<file path="src/rtl/spi_cfg_pkg.sv">
// Shared constants, register map and FSM state type for the SPI configuration
// write controller.
package spi_cfg_pkg;

  localparam int         SPI_FRAME_W   = 16;
  localparam logic       SPI_WRITE_BIT = 1'b1;
  localparam int         REQ_W         = SPI_FRAME_W - 1;

  localparam logic [6:0] REG_EN_OUT_LO = 7'd0;
  localparam logic [6:0] REG_EN_OUT_HI = 7'd1;
  localparam logic [6:0] REG_EN_PWM_LO = 7'd2;
  localparam logic [6:0] REG_EN_PWM_HI = 7'd3;
  localparam logic [6:0] REG_PWM_DUTY  = 7'd4;
  localparam logic [6:0] REG_ADDR_MAX  = REG_PWM_DUTY;

  typedef enum logic [2:0] {
    IDLE  = 3'd0,
    SETUP = 3'd1,
    SHIFT = 3'd2,
    HOLD  = 3'd3,
    GAP   = 3'd4
  } state_e;

  function automatic logic addr_legal(input logic [6:0] addr);
    return addr <= REG_ADDR_MAX;
  endfunction

endpackage

</file>
<file path="src/rtl/cfg_req_fifo.sv">
// Request queue holding {addr, data} entries; an extra pointer bit separates
// full from empty. Next-cycle flags let the owner register its ready output.
module cfg_req_fifo
  import spi_cfg_pkg::*;
#(
  parameter int FIFO_DEPTH = 4
) (
  input  logic             clk,
  input  logic             rst_n,
  input  logic             push_i,
  input  logic             pop_i,
  input  logic [REQ_W-1:0] wdata_i,
  output logic [REQ_W-1:0] rdata_o,
  output logic             full_o,
  output logic             empty_o,
  output logic             full_next_o,
  output logic             empty_next_o
);

  localparam int AW = $clog2(FIFO_DEPTH);

  if (FIFO_DEPTH < 2 || (1 << AW) != FIFO_DEPTH) begin : g_bad_depth
    $error("cfg_req_fifo: FIFO_DEPTH must be a power of 2 and >= 2");
  end

  logic [AW:0]      wr_q, wr_d, rd_q, rd_d;
  logic [REQ_W-1:0] mem_q [FIFO_DEPTH];
  logic             push_ok, pop_ok;

  assign push_ok = push_i && !full_o;
  assign pop_ok  = pop_i && !empty_o;
  assign wr_d    = wr_q + {{AW{1'b0}}, push_ok};
  assign rd_d    = rd_q + {{AW{1'b0}}, pop_ok};

  assign full_o       = (wr_q[AW] != rd_q[AW]) && (wr_q[AW-1:0] == rd_q[AW-1:0]);
  assign empty_o      = (wr_q == rd_q);
  assign full_next_o  = (wr_d[AW] != rd_d[AW]) && (wr_d[AW-1:0] == rd_d[AW-1:0]);
  assign empty_next_o = (wr_d == rd_d);
  assign rdata_o      = mem_q[rd_q[AW-1:0]];

  always_ff @(posedge clk or negedge rst_n) begin
    if (!rst_n) begin
      wr_q <= '0;
      rd_q <= '0;
    end else begin
      wr_q <= wr_d;
      rd_q <= rd_d;
    end
  end

  always_ff @(posedge clk) begin
    if (push_ok) mem_q[wr_q[AW-1:0]] <= wdata_i;
  end

endmodule

</file>
<file path="src/rtl/spi_cfg_controller.sv">
// SPI mode-0 write-only master: queues register writes and serialises each as a
// 16-bit {1, addr, data} frame, paced slowly for a synchronising peripheral.
module spi_cfg_controller
  import spi_cfg_pkg::*;
#(
  parameter int CLK_DIV    = 4,
  parameter int FIFO_DEPTH = 4,
  parameter int CS_GAP     = 4
) (
  input  logic       clk,
  input  logic       rst_n,
  input  logic       req_valid,
  output logic       req_ready,
  input  logic [6:0] req_addr,
  input  logic [7:0] req_data,
  output logic       sclk,
  output logic       copi,
  output logic       ncs,
  output logic       busy,
  output logic       tx_done,
  output logic       err_addr,
  output state_e     dbg_state
);

  if (CLK_DIV < 3) begin : g_bad_div
    $error("spi_cfg_controller: CLK_DIV must be >= 3");
  end
  if (CS_GAP < 2) begin : g_bad_gap
    $error("spi_cfg_controller: CS_GAP must be >= 2");
  end

  localparam int             CNT_MAX  = (CLK_DIV > CS_GAP) ? CLK_DIV : CS_GAP;
  localparam int             CNT_W    = $clog2(CNT_MAX);
  localparam logic [CNT_W-1:0] DIV_LAST = CNT_W'(CLK_DIV - 1);
  localparam logic [CNT_W-1:0] GAP_LAST = CNT_W'(CS_GAP - 1);

  state_e             state_q, state_d;
  logic [CNT_W-1:0]   div_q, div_d;
  logic [3:0]         bit_q, bit_d;
  logic [SPI_FRAME_W-1:0] shreg_q, shreg_d;
  logic               sclk_q, sclk_d, copi_q, copi_d, ncs_q, ncs_d;
  logic               tx_done_q, tx_done_d;
  logic               err_addr_q, busy_q, req_ready_q;
  logic               push, pop, addr_bad;
  logic               fifo_full, fifo_empty, full_nx, empty_nx;
  logic [REQ_W-1:0]   head;

  // A request transfers on a clk edge where req_valid && req_ready are both
  // high; req_ready is registered and only reflects FIFO space, never req_valid.
  assign push     = req_valid && req_ready_q && !fifo_full && addr_legal(req_addr);
  assign addr_bad = req_valid && req_ready_q && !addr_legal(req_addr);

  cfg_req_fifo #(.FIFO_DEPTH(FIFO_DEPTH)) u_fifo (
    .clk          (clk),
    .rst_n        (rst_n),
    .push_i       (push),
    .pop_i        (pop),
    .wdata_i      ({req_addr, req_data}),
    .rdata_o      (head),
    .full_o       (fifo_full),
    .empty_o      (fifo_empty),
    .full_next_o  (full_nx),
    .empty_next_o (empty_nx)
  );

  always_comb begin
    state_d   = state_q;
    div_d     = div_q;
    bit_d     = bit_q;
    shreg_d   = shreg_q;
    sclk_d    = sclk_q;
    copi_d    = copi_q;
    ncs_d     = ncs_q;
    tx_done_d = 1'b0;
    pop       = 1'b0;
    case (state_q)
      IDLE: begin
        div_d = '0;
        if (!fifo_empty) begin
          pop     = 1'b1;
          shreg_d = {SPI_WRITE_BIT, head};
          copi_d  = SPI_WRITE_BIT;
          ncs_d   = 1'b0;
          state_d = SETUP;
        end
      end
      SETUP: begin
        if (div_q == DIV_LAST) begin
          div_d   = '0;
          bit_d   = 4'd15;
          state_d = SHIFT;
        end else begin
          div_d = div_q + 1'b1;
        end
      end
      SHIFT: begin
        if (div_q == DIV_LAST) begin
          div_d = '0;
          if (!sclk_q) begin
            sclk_d = 1'b1;
          end else begin
            // Falling edge: the peripheral has sampled, present the next bit.
            sclk_d = 1'b0;
            if (bit_q == 4'd0) begin
              state_d = HOLD;
            end else begin
              bit_d   = bit_q - 4'd1;
              shreg_d = {shreg_q[SPI_FRAME_W-2:0], shreg_q[SPI_FRAME_W-1]};
              copi_d  = shreg_q[SPI_FRAME_W-2];
            end
          end
        end else begin
          div_d = div_q + 1'b1;
        end
      end
      HOLD: begin
        if (div_q == DIV_LAST) begin
          div_d     = '0;
          ncs_d     = 1'b1;
          copi_d    = 1'b0;
          tx_done_d = 1'b1;
          state_d   = GAP;
        end else begin
          div_d = div_q + 1'b1;
        end
      end
      GAP: begin
        if (div_q == GAP_LAST) begin
          div_d   = '0;
          state_d = IDLE;
        end else begin
          div_d = div_q + 1'b1;
        end
      end
      default: state_d = IDLE;
    endcase
  end

  always_ff @(posedge clk or negedge rst_n) begin
    if (!rst_n) begin
      state_q     <= IDLE;
      div_q       <= '0;
      bit_q       <= '0;
      shreg_q     <= '0;
      sclk_q      <= 1'b0;
      copi_q      <= 1'b0;
      ncs_q       <= 1'b1;
      tx_done_q   <= 1'b0;
      err_addr_q  <= 1'b0;
      busy_q      <= 1'b0;
      req_ready_q <= 1'b0;
    end else begin
      state_q     <= state_d;
      div_q       <= div_d;
      bit_q       <= bit_d;
      shreg_q     <= shreg_d;
      sclk_q      <= sclk_d;
      copi_q      <= copi_d;
      ncs_q       <= ncs_d;
      tx_done_q   <= tx_done_d;
      err_addr_q  <= addr_bad;
      busy_q      <= (state_d != IDLE) || !empty_nx;
      req_ready_q <= !full_nx;
    end
  end

  assign req_ready = req_ready_q;
  assign sclk      = sclk_q;
  assign copi      = copi_q;
  assign ncs       = ncs_q;
  assign busy      = busy_q;
  assign tx_done   = tx_done_q;
  assign err_addr  = err_addr_q;
  assign dbg_state = state_q;

endmodule
</file>
<file path="config.mk">
export PLATFORM = sky130hd
export DESIGN_NAME = spi_cfg_controller
export DESIGN_NICKNAME = d
export VERILOG_FILES = /design/src/rtl/spi_cfg_pkg.sv /design/src/rtl/cfg_req_fifo.sv /design/src/rtl/spi_cfg_controller.sv
export SDC_FILE = /design/constraint.sdc
export NUM_CORES = 1
export LEC_CHECK = 0
export ABC_AREA = 0
export BUFFER_PORTS_ARGS = -buffer_cell sky130_fd_sc_hd__buf_2
export CAP_MARGIN = 20
export CORE_ASPECT_RATIO = 1.1
export CORE_MARGIN = 2
export CORE_UTILIZATION = 45
export DETAILED_ROUTE_END_ITERATION = 8
export GPL_ROUTABILITY_DRIVEN = 1
export GPL_TIMING_DRIVEN = 1
export SLEW_MARGIN = 40
export SYNTH_ARGS = -nofsm -noshare
export SYNTH_HDL_FRONTEND = slang
export SYNTH_SLANG_ARGS = --single-unit
</file>
<file path="constraint.sdc">
create_clock -name clk -period 7.5 [get_ports clk]
set_input_delay 0.375 -clock clk [delete_from_list [all_inputs] [get_ports clk]]
set_output_delay 0.375 -clock clk [all_outputs]
set_load 0.03 [all_outputs]
</file>
==> results of run 1 <==
[final timing paths]
path | from | to | cells after the start
min in group asynchronous | rst_n | div_q[1] | 2
hold / removal | req_data[3] | u_fifo.mem_q[3][3] | 1
setup reg to reg | u_fifo.rd_q[1] | busy | 9
hold reg to reg | ncs | ncs | 2
max in group asynchronous | rst_n | u_fifo.rd_q[1] | 2
setup / recovery | u_fifo.rd_q[1] | busy | 9
[cell usage in the layout (no fill, tap or decap), types with 3 or more instances in the layout]
cell type and instances:
sky130_fd_sc_hd__clkbuf_8 9, sky130_fd_sc_hd__buf_4 5, sky130_fd_sc_hd__mux4_2 15, sky130_fd_sc_hd__dfrtp_1 36, sky130_fd_sc_hd__xnor2_1 3, sky130_fd_sc_hd__mux2_2 22
sky130_fd_sc_hd__nor3_1 5, sky130_fd_sc_hd__nand4_1 4, sky130_fd_sc_hd__nor2_1 11, sky130_fd_sc_hd__inv_1 3, sky130_fd_sc_hd__edfxtp_1 60, sky130_fd_sc_hd__xor2_1 8
sky130_fd_sc_hd__ha_1 6, sky130_fd_sc_hd__a21oi_1 4, sky130_fd_sc_hd__mux2_4 9, sky130_fd_sc_hd__nand2_1 7, sky130_fd_sc_hd__buf_2 26, sky130_fd_sc_hd__o21ai_0 6
[worst register-to-register path, delay by kind of cell, from the launching register on]
kind | cells | cell delay (ps)
compound gates | 2 | 840
simple gates | 2 | 650
flops | 1 | 660
xor+xnor | 3 | 500
fa+ha+maj | 2 | 420
[repair_timing]
| item | in CTS | in global routing |
|---|---|---|
| setup buffers | 0 | 0 |
| hold buffers | 1 | 0 |
| endpoints found under the hold margin | 37 | 0 |
| endpoints found under the setup margin | 0 | 0 |
[per-layer routing]
layer | vias to the layer above | global-route usage (%) | share of wire (%)
li1 | 1019 | - | -
met1 | 1111 | 20.1 | 44
met2 | 46 | 24.7 | 50
met3 | 10 | 2.72 | 4.0
met4 | 0 | 6.54 | 1.9
met5 | - | 0 | 0
[power by group through the flow]
stage | Combinational (mW) | Clock (mW) | Sequential, mW
2_1_floorplan | 0.508 | 0 | 0.768
3_3_place_gp | 0.589 | 0 | 0.783
3_5_place_dp | 0.598 | 0 | 0.785
4_1_cts | 0.601 | 0.358 | 0.774
5_1_grt | 0.649 | 0.380 | 0.790
6_report | 0.590 | 0.349 | 0.773
[sequential cells by signal, summed over array words and instances (netlist names)]
name	cells
u_fifo.mem_q	60
shreg_q	16
bit_q	4
dbg_state	3
u_fifo.rd_q	3
u_fifo.wr_q	3
div_q	2
busy	1
copi	1
err_addr	1
ncs	1
req_ready	1
sclk	1
tx_done	1
[area by class of cell]
class / instances / area (um^2) / area share (%)
Multi-Input combinational cell: 133 / 1380 / 29.5
Tap cell: 117 / 146 / 3.14
Clock buffer: 10 / 128 / 2.73
Timing Repair Buffer: 32 / 178 / 3.81
Sequential cell: 98 / 2760 / 59.0
Clock inverter: 6 / 73.8 / 1.58
Inverter: 3 / 11.3 / 0.241
[logic make-up after synthesis]
| logic type | share of synthesized area (%) |
|---|---|
| simple gates | 6.07 |
| mux | 17.3 |
| buf+inv | 2.63 |
| compound gates | 4.41 |
| xor+xnor | 2.66 |
| flops | 65.2 |
| fa+ha+maj | 1.78 |
==> impl_summary.txt, run 1 <==
----------------------------------------------------
[CTS]
  Number of buffers created by CTS ... 9
  Sink count of the clock tree ... 98
  CTS clk-pin slew, worst paths ... 100 ps
  CTS H-tree lvls ... 3
  Clk Latency, worst-skew pair ... 350 ps
  CTS Root Buffer Type ... sky130_fd_sc_hd__clkbuf_8
  Number of cells upsized or downsized after cts ... 0
  CTS max path bufs ... 2
  Clock tree from TritonCTS ... built

[Critical path]
  Biggest cell delay along the critical path ... 660 ps
  CP startpoint kind ... register
  Cells along the critical path ... xor2_1, o311ai_1, nor2_1, ha_1, ha_1, xnor2_1, xnor2_1, or4_1, a311o_1
  Critical path data required time ... 7740 ps
  Register-to-Register Setup Slack ... 4320 ps
  CP Max Fanout ... 17
  Critical path start-end classification ... reg2reg
  CP delay by family, top ... compound AO/OA/AOI/OAI gates
  Slowest library cell on the worst path ... sky130_fd_sc_hd__dfrtp_2
  Data arrival at the endpoint of the critical path ... 3420 ps
  Endpoint kind of the worst setup timing path ... register
  Combined buffer and inverter count along the critical path ... 0

[Min path]
  Hold crit path type ... in2reg

[Cells and area]
  Utilization after layout ... 50.4%
  Ratio of cells with drive above 1 in the final layout ... 37.2%
  Post-Layout Cell Count ... 399
  Count of nets after finishing ... 301
  Filler Cell Count ... 801
  Final instance area ... 4670 um^2
  ANT cells ... 0
  Layout-stage area growth over the synthesis result ... 10.5%

[Power]
  Sequential cell fraction of total power ... 45.2%
  Proportion of power drawn by combinational gates ... 34.4%
  Worst vdd rail ir drop ... 0.000142 V
  Power Total ... 1.71 mW
  Clk network pwr share ... 20.4%
  Net Sw Frac ... 33.1%
  Power per Cell Area ... 367 nW/um^2
  LEAKAGE ... 1.71 nW
  Internal power component ... 1.15 mW
  Net switching component of the power ... 566 uW

[Yosys]
  Leading register cell type out of synthesis ... sky130_fd_sc_hd__edfxtp_1
  Post-synth EDFFs ... 60
  Syn Area/Cell ... 17.2 um^2
  Synth cell count leaders ... sky130_fd_sc_hd__edfxtp_1 (60), sky130_fd_sc_hd__dfrtp_1 (37), sky130_fd_sc_hd__mux2_2 (22), sky130_fd_sc_hd__mux4_2 (15), sky130_fd_sc_hd__nor2_1 (11)
  Flops & latches, synth ... 98
  Leading area contributor after synthesis ... sky130_fd_sc_hd__edfxtp_1
  Area fraction of the dominant cell type after synthesis ... 42.6%
  Share of synthesized area occupied by flip-flops and latches ... 65.2%
  Leading post-synthesis cells by cell area ... sky130_fd_sc_hd__edfxtp_1 (43%), sky130_fd_sc_hd__dfrtp_1 (22%), sky130_fd_sc_hd__mux4_2 (8.0%), sky130_fd_sc_hd__mux2_2 (5.9%), sky130_fd_sc_hd__mux2_4 (3.2%)
  Ys Warns ... 0
  Net Count, Synth ... 270
  Most frequent cell after synthesis ... sky130_fd_sc_hd__edfxtp_1
  Synthesized instance count ... 246
  Post-synthesis instance area ... 4230 um^2
  Asr flop ratio synth ... 38.8%
  Count of different cell masters after synthesis ... 48

[STA]
  Final Setup Violations ... 0
  Worst setup slack after layout ... 4320 ps
  Post-route worst hold slack ... 227 ps
  Transition time of the tightest slew-check pin ... 670 ps
  Worst relative slew slack ... 55.2%
  Post-layout min period ... 3180 ps
  Share of the clock period used by the worst path ... 42.5%
  Upper clock frequency limit ... 314 MHz
  Final Slew Violations ... 0
  Endpoints failing hold ... 0
  RSZ-0062 raised after global routing ... no
  Skew final ... 9.77 ps
  Setup TNS ... 0 ps

[GRT]
  Overall Global Routing Usage ... 15.3%
  Via count of the first global-routing pass ... 2,170
  First-pass GRT wire length ... 11,400 um
  Antenna violations before repair ... 0
  Remaining global-route overflow ... 0
  Largest net degree at the start of global routing ... 39

[Floorplanning]
  Horizontal die dimension ... 96.4 um
  Std cell rows ... 37
  Placeable core region ... 9260 um^2
  Chip Height ... 106 um
  Effective utilization at floorplan ... 45.6%
  Die Footprint ... 10,200 um^2
  I/O pin count ... 28

[Run]
  Max-cap check violation count ... 0

[Placed design]
  Number of buffers inserted by port buffering ... 27
  Detailed Place HPWL ... 4490 um
  Post-Place Worst Slack ... 3790 ps
  Final Wtd Congestion ... 0.754
  Area after detailed placement ... 4460 um^2
  Cell count after placement ... 382

[Routing]
  Via/cell ratio ... 5.48
  Via count ... 2,186
  Antenna Nets Post-Route ... 0
  Number of iterations in the first detailed-routing pass ... 4
  Number of design-rule violations left by the first detailed-router iteration ... 82
  Avg WL per Cell ... 18.1 um
  DRC violations left ... 0
  Detailed-route wire length ... 7210 um

[Outcome]
  Run status ... complete, no violations

----------------------------------------------------
Power figures use the tool's default switching activity.
==> run 2: changes to the inputs <==
==> constraint.sdc (replaced) <==
create_clock -name clk -period 2.7 [get_ports clk]
set_input_delay 0.135 -clock clk [delete_from_list [all_inputs] [get_ports clk]]
set_output_delay 0.135 -clock clk [all_outputs]
set_load 0.03 [all_outputs]
==> run 2 against run 1 <==
Against the previous run: cell count is 6.8% higher; sequential power grew to 2.6 times the previous value; first-iteration DRC count is 54% higher; highest routed layer unchanged; die area unchanged; power grew to 2.8 times the previous value; clock skew increased by 1.3 ps; critical endpoint unchanged; non-clock buffer count up 27; largest cell class unchanged.
==> impl_summary.txt, run 2 (synthesis gave the netlist of run 1 again) <==
----------------------------------------------------
[Outcome]
  Run status ... complete, no violations

[GRT]
  Via count of the first global-routing pass ... 2,241
  First-pass GRT wire length ... 11,300 um
  Antenna violations before repair ... 0
  Largest net degree at the start of global routing ... 39
  Overall Global Routing Usage ... 15.1%
  Remaining global-route overflow ... 0

[Power]
  Power per Cell Area ... 978 nW/um^2
  LEAKAGE ... 1.84 nW
  Worst vdd rail ir drop ... 0.000388 V
  Power Total ... 4.82 mW

[Cells and area]
  Flip-flop count of the largest register after layout ... 60
  Layout-stage area growth over the synthesis result ... 16.6%
  Leading cell types in the layout, fill and taps excluded ... sky130_fd_sc_hd__edfxtp_1 (60), sky130_fd_sc_hd__dfrtp_1 (35), sky130_fd_sc_hd__buf_2 (26)
  Final instance area ... 4930 um^2
  Count of nets after finishing ... 328
  ANT cells ... 0
  Multi-input gate area in the final layout ... 1410 um^2
  Filler Cell Count ... 777
  Sequential cell area ... 2760 um^2
  Post-Layout Cell Count ... 426
  Most common library cell in the layout ignoring fill and taps ... sky130_fd_sc_hd__edfxtp_1
  Ratio of cells with drive above 1 in the final layout ... 38.8%

[Min path]
  Worst Min Path Start ... req_addr[2]
  Count of cells along the worst hold path ... 1
  Hold crit path type ... in2reg

[STA]
  Share of the clock period used by the worst path ... 96.1%
  Worst relative slew slack ... 58.7%
  Transition time of the tightest slew-check pin ... 619 ps
  Worst setup slack after layout ... 105 ps
  Post-route worst hold slack ... 21.1 ps
  Final Setup Violations ... 0
  Upper clock frequency limit ... 385 MHz
  Endpoints failing hold ... 0
  Post-layout min period ... 2600 ps
  Skew final ... 11.1 ps
  Final Slew Violations ... 0

[Routing]
  Number of design-rule violations left by the first detailed-router iteration ... 126
  Antenna Nets Post-Route ... 0
  DRC violations left ... 0
  Avg WL per Cell ... 16.3 um
  Via count ... 2,277
  Detailed-route wire length ... 6960 um
  Number of iterations in the first detailed-routing pass ... 4
  Via/cell ratio ... 5.35

[Floorplanning]
  Std cell rows ... 37
  I/O pin count ... 28
  Placeable core region ... 9260 um^2
  Die Footprint ... 10,200 um^2
  Horizontal die dimension ... 96.4 um
  Chip Height ... 106 um
  Effective utilization at floorplan ... 45.6%

[CTS]
  CTS H-tree lvls ... 3
  Clock tree from TritonCTS ... built
  CTS Root Buffer Type ... sky130_fd_sc_hd__clkbuf_8
  Clk Latency, worst-skew pair ... 360 ps
  Sink count of the clock tree ... 98
  Number of buffers created by CTS ... 9
  CTS clk-pin slew, worst paths ... 90 ps
  CTS max path bufs ... 2

[Run]
  Max-cap check violation count ... 0

[Critical path]
  Worst-case reg-to-reg path depth ... 8
  Endpoint kind of the worst setup timing path ... register
  Launch point of the critical path ... u_fifo.rd_q[1]
  Start of the worst register-to-register path ... u_fifo.rd_q[1]
  CP startpoint kind ... register
  CP Max Fanout ... 3
  Critical path data required time ... 2950 ps
  Data arrival at the endpoint of the critical path ... 2840 ps
  Critical path start-end classification ... reg2reg

[Placed design]
  Area after detailed placement ... 4560 um^2
  Detailed Place HPWL ... 4370 um
  Number of buffers inserted by port buffering ... 27
  Cell count after placement ... 395
  Post-Place Worst Slack ... 55.9 ps
  Final Wtd Congestion ... 0.738

----------------------------------------------------
run 2: metal layers:
layer,part of all wire (%),track usage [%]
met5,0,0
met4,2.5,8.15
met3,2.6,2.36
met2,50,24.0
met1,45,19.9
run 2: path summary, 6_finish.rpt:
path | end | slack [ps]
worst max register to register | busy | 100
worst min-delay path | u_fifo.mem_q[2][10] | 20
max in group asynchronous | ncs | 2070
worst min register to register | ncs | 480
min in group asynchronous | u_fifo.wr_q[1] | 270
worst max-delay path | busy | 100
run 2: final cells by class:
type,instances,share of cell area (%)
clock buffer,12,2.94
timing repair buffer,59,8.38
tap,117,2.97
sequential,98,55.9
inverter,3,0.228
multi-input combinational,133,28.6
clock inverter,4,1.02
run 2: what timing repair did:
item,CTS,global route
buffers inserted,0,1
setup endpoints to repair,0,1
endpoints found under the hold margin,88,0
hold buffers,14,0
resized for setup,0,7
run 2: power by group:
group	total (mW)	switching, mW	leakage [nW]	internal (mW)
clock	0.945	0.489	0.0975	0.456
combinational	1.84	0.880	0.760	0.958
sequential	2.04	0.172	0.985	1.86
total	4.82	1.54	1.84	3.28
run 2: metrics by stage:
| stage | TNS (ps) | util, % |
|---|---|---|
| 2_1_floorplan | -2570 | - |
| 3_3_place_gp | 0 | 49.2 |
| 3_5_place_dp | 0 | 49.2 |
| 4_1_cts | 0 | 52.9 |
| 5_1_grt | -1.24 | 53.2 |
| 6_report | 0 | 53.2 |
run 2: worst max-delay path, stage by stage, from the launching register on:
cell and delay [ps]:
sky130_fd_sc_hd__dfrtp_1 400, sky130_fd_sc_hd__xor2_1 210, sky130_fd_sc_hd__o311a_4 400, sky130_fd_sc_hd__ha_1 180, sky130_fd_sc_hd__ha_1 220, sky130_fd_sc_hd__xnor2_1 200, sky130_fd_sc_hd__xnor2_1 100, sky130_fd_sc_hd__or4_1 510
sky130_fd_sc_hd__a311o_1 270
==> run 3: changes to the inputs <==
--- a/config.mk
+++ b/config.mk
@@ -6,6 +6,7 @@
 export NUM_CORES = 1
 export LEC_CHECK = 0
 export ABC_AREA = 0
+export ABC_CLOCK_PERIOD_IN_PS = 2700
 export BUFFER_PORTS_ARGS = -buffer_cell sky130_fd_sc_hd__buf_2
 export CAP_MARGIN = 20
 export CORE_ASPECT_RATIO = 1.1
@@ -14,6 +15,7 @@
 export DETAILED_ROUTE_END_ITERATION = 8
 export GPL_ROUTABILITY_DRIVEN = 1
 export GPL_TIMING_DRIVEN = 1
+export PLACE_DENSITY_LB_ADDON = 0.3
 export SLEW_MARGIN = 40
 export SYNTH_ARGS = -nofsm -noshare
 export SYNTH_HDL_FRONTEND = slang
==> run 3 against run 2 <==
Against the previous run: wire length is 7.5% higher; die area stayed put; utilization up 1.3 points; non-clock buffer count increased by 5; first-iteration DRC count decreased by 51%; final area up 2.5%; via count shrank 0.18%; clock-buffer cell count down 2; global-route usage rose by 1.3 points; cell count rose by 1.2%; largest power group unchanged; highest routed layer unchanged.
==> impl_summary.txt, run 3 (synthesis gave the netlist of run 1 again) <==
----------------------------------------------------
[Routing]
  DRC violations left ... 0
  Antenna Nets Post-Route ... 0
  Number of iterations in the first detailed-routing pass ... 4
  Avg WL per Cell ... 17.4 um
  Detailed-route wire length ... 7490 um
  Number of design-rule violations left by the first detailed-router iteration ... 62
  Via/cell ratio ... 5.27
  Via count ... 2,273

[Cells and area]
  Ratio of cells with drive above 1 in the final layout ... 41.4%
  ANT cells ... 0
  Final instance area ... 5050 um^2
  Flip-flop count of the largest register after layout ... 60
  Utilization after layout ... 54.6%
  Count of nets after finishing ... 333
  Most common library cell in the layout ignoring fill and taps ... sky130_fd_sc_hd__edfxtp_1
  Layout-stage area growth over the synthesis result ... 19.6%
  Post-Layout Cell Count ... 431
  Leading cell types in the layout, fill and taps excluded ... sky130_fd_sc_hd__edfxtp_1 (60), sky130_fd_sc_hd__dfrtp_1 (35), sky130_fd_sc_hd__buf_2 (26)

[CTS]
  CTS H-tree lvls ... 3
  Clock tree from TritonCTS ... built
  Clk Latency, worst-skew pair ... 370 ps
  Sink count of the clock tree ... 98
  Number of buffers created by CTS ... 9
  CTS Root Buffer Type ... sky130_fd_sc_hd__clkbuf_8
  CTS max path bufs ... 2
  CTS clk-pin slew, worst paths ... 100 ps

[Placed design]
  Final Wtd Congestion ... 0.780
  Cell count after placement ... 396
  Detailed Place HPWL ... 4700 um
  Number of buffers inserted by port buffering ... 27
  Area after detailed placement ... 4570 um^2

[Critical path]
  Slowest library cell on the worst path ... sky130_fd_sc_hd__or4_1
  Register-to-Register Setup Slack ... 60 ps
  Critical path start-end classification ... reg2reg
  CP startpoint kind ... register
  Data arrival at the endpoint of the critical path ... 2890 ps
  Worst-case reg-to-reg path depth ... 8
  Biggest cell delay along the critical path ... 500 ps
  Endpoint kind of the worst setup timing path ... register
  Start of the worst register-to-register path ... u_fifo.wr_q[2]
  Cells along the critical path ... xor2_4, o311a_4, ha_2, ha_4, xnor2_4, xnor2_2, or4_1, a311o_1
  CP Max Fanout ... 3
  R2r endpoint ... busy
  Critical path data required time ... 2960 ps

[Run]
  Max-cap check violation count ... 0

[STA]
  Share of the clock period used by the worst path ... 97.7%
  Skew final ... 10.7 ps
  Transition time of the tightest slew-check pin ... 619 ps
  Endpoints failing hold ... 0
  Final Setup Violations ... 0
  Upper clock frequency limit ... 379 MHz
  Worst relative slew slack ... 58.7%
  Final Slew Violations ... 0
  Post-layout min period ... 2640 ps

[Power]
  Power per Cell Area ... 998 nW/um^2
  Worst vdd rail ir drop ... 0.000338 V
  LEAKAGE ... 1.88 nW

[Floorplanning]
  Placeable core region ... 9260 um^2
  Chip Height ... 106 um
  Std cell rows ... 37
  I/O pin count ... 28
  Die Footprint ... 10,200 um^2
  Horizontal die dimension ... 96.4 um
  Effective utilization at floorplan ... 45.6%

[GRT]
  Via count of the first global-routing pass ... 2,358
  Antenna violations before repair ... 0
  Largest net degree at the start of global routing ... 39
  First-pass GRT wire length ... 12,400 um
  Overall Global Routing Usage ... 16.5%
  Remaining global-route overflow ... 0

[Min path]
  Count of cells along the worst hold path ... 1
  Worst Min Path Start ... req_addr[6]
  WHS Endpoint ... u_fifo.mem_q[3][14]
  Hold crit path type ... in2reg

[Outcome]
  Run status ... complete, no violations

----------------------------------------------------
## run 3: through the flow
stage               setup WS, ps  hold WS, ps  total power [mW]  setup TNS [ps]
detailed placement          22.1          141              3.95               0
CTS                         20.4         4.66              5.02               0
finish                      62.6         20.5              5.04               0
global route               -19.8         8.44              5.39           -19.8
floorplan                   -167         -161              3.55           -2570
global placement            80.8          302              3.90               0
## run 3: how the worst max path moves through the flow
| stage | start | to | slack (ps) | depth (start not counted) |
|---|---|---|---|---|
| global route | u_fifo.rd_q[2] | busy | -20 | 9 |
| global placement | u_fifo.rd_q[1] | busy | 80 | 9 |
| detailed placement | u_fifo.rd_q[1] | busy | 20 | 9 |
| floorplan | u_fifo.rd_q[0] | u_fifo.mem_q[0][0] | -170 | 4 |
| CTS | req_addr[0] | busy | 20 | 11 |
| finish | u_fifo.wr_q[2] | busy | 60 | 8 |
## run 3: area by class of cell
type                            instances  area, um^2
Fill cell                             771        4210
Sequential cell                        98        2760
Multi-Input combinational cell        133        1460
Timing Repair Buffer                   64         465
Tap cell                              117         146
Clock buffer                           10         128
Clock inverter                          6        90.1
Inverter                                3        11.3
## run 3: worst max-delay path: cells and delay by family (launching register included)
kind	cells	cell delay [ps]
adders and majority gates	2	390
AOI/OAI and AO/OA	2	670
DFF	1	480
xor gates and xnor gates	3	490
and+or+nand+nor	1	500
## run 3: what timing repair did
action	in CTS	in global routing
setup buffers	0	4
pin swaps	0	6
resized for setup	1	14
hold buffers	15	0
endpoints found under the setup margin	1	1
endpoints found under the hold margin	89	0
## run 3: layer usage
| layer | GRT usage [%] | share of wire [%] | vias up |
|---|---|---|---|
| li1 | - | - | 1076 |
| met1 | 22.3 | 45 | 1154 |
| met2 | 26.1 | 51 | 35 |
| met3 | 3.72 | 3.0 | 8 |
| met4 | 5.73 | 1.5 | 0 |
| met5 | 0 | 0 | - |
## run 3: where the power goes
group	leakage, nW	switching (mW)	internal (mW)
logic	0.793	0.924	1.04
registers	0.985	0.185	1.86
clock network	0.107	0.505	0.525
total	1.88	1.61	3.43
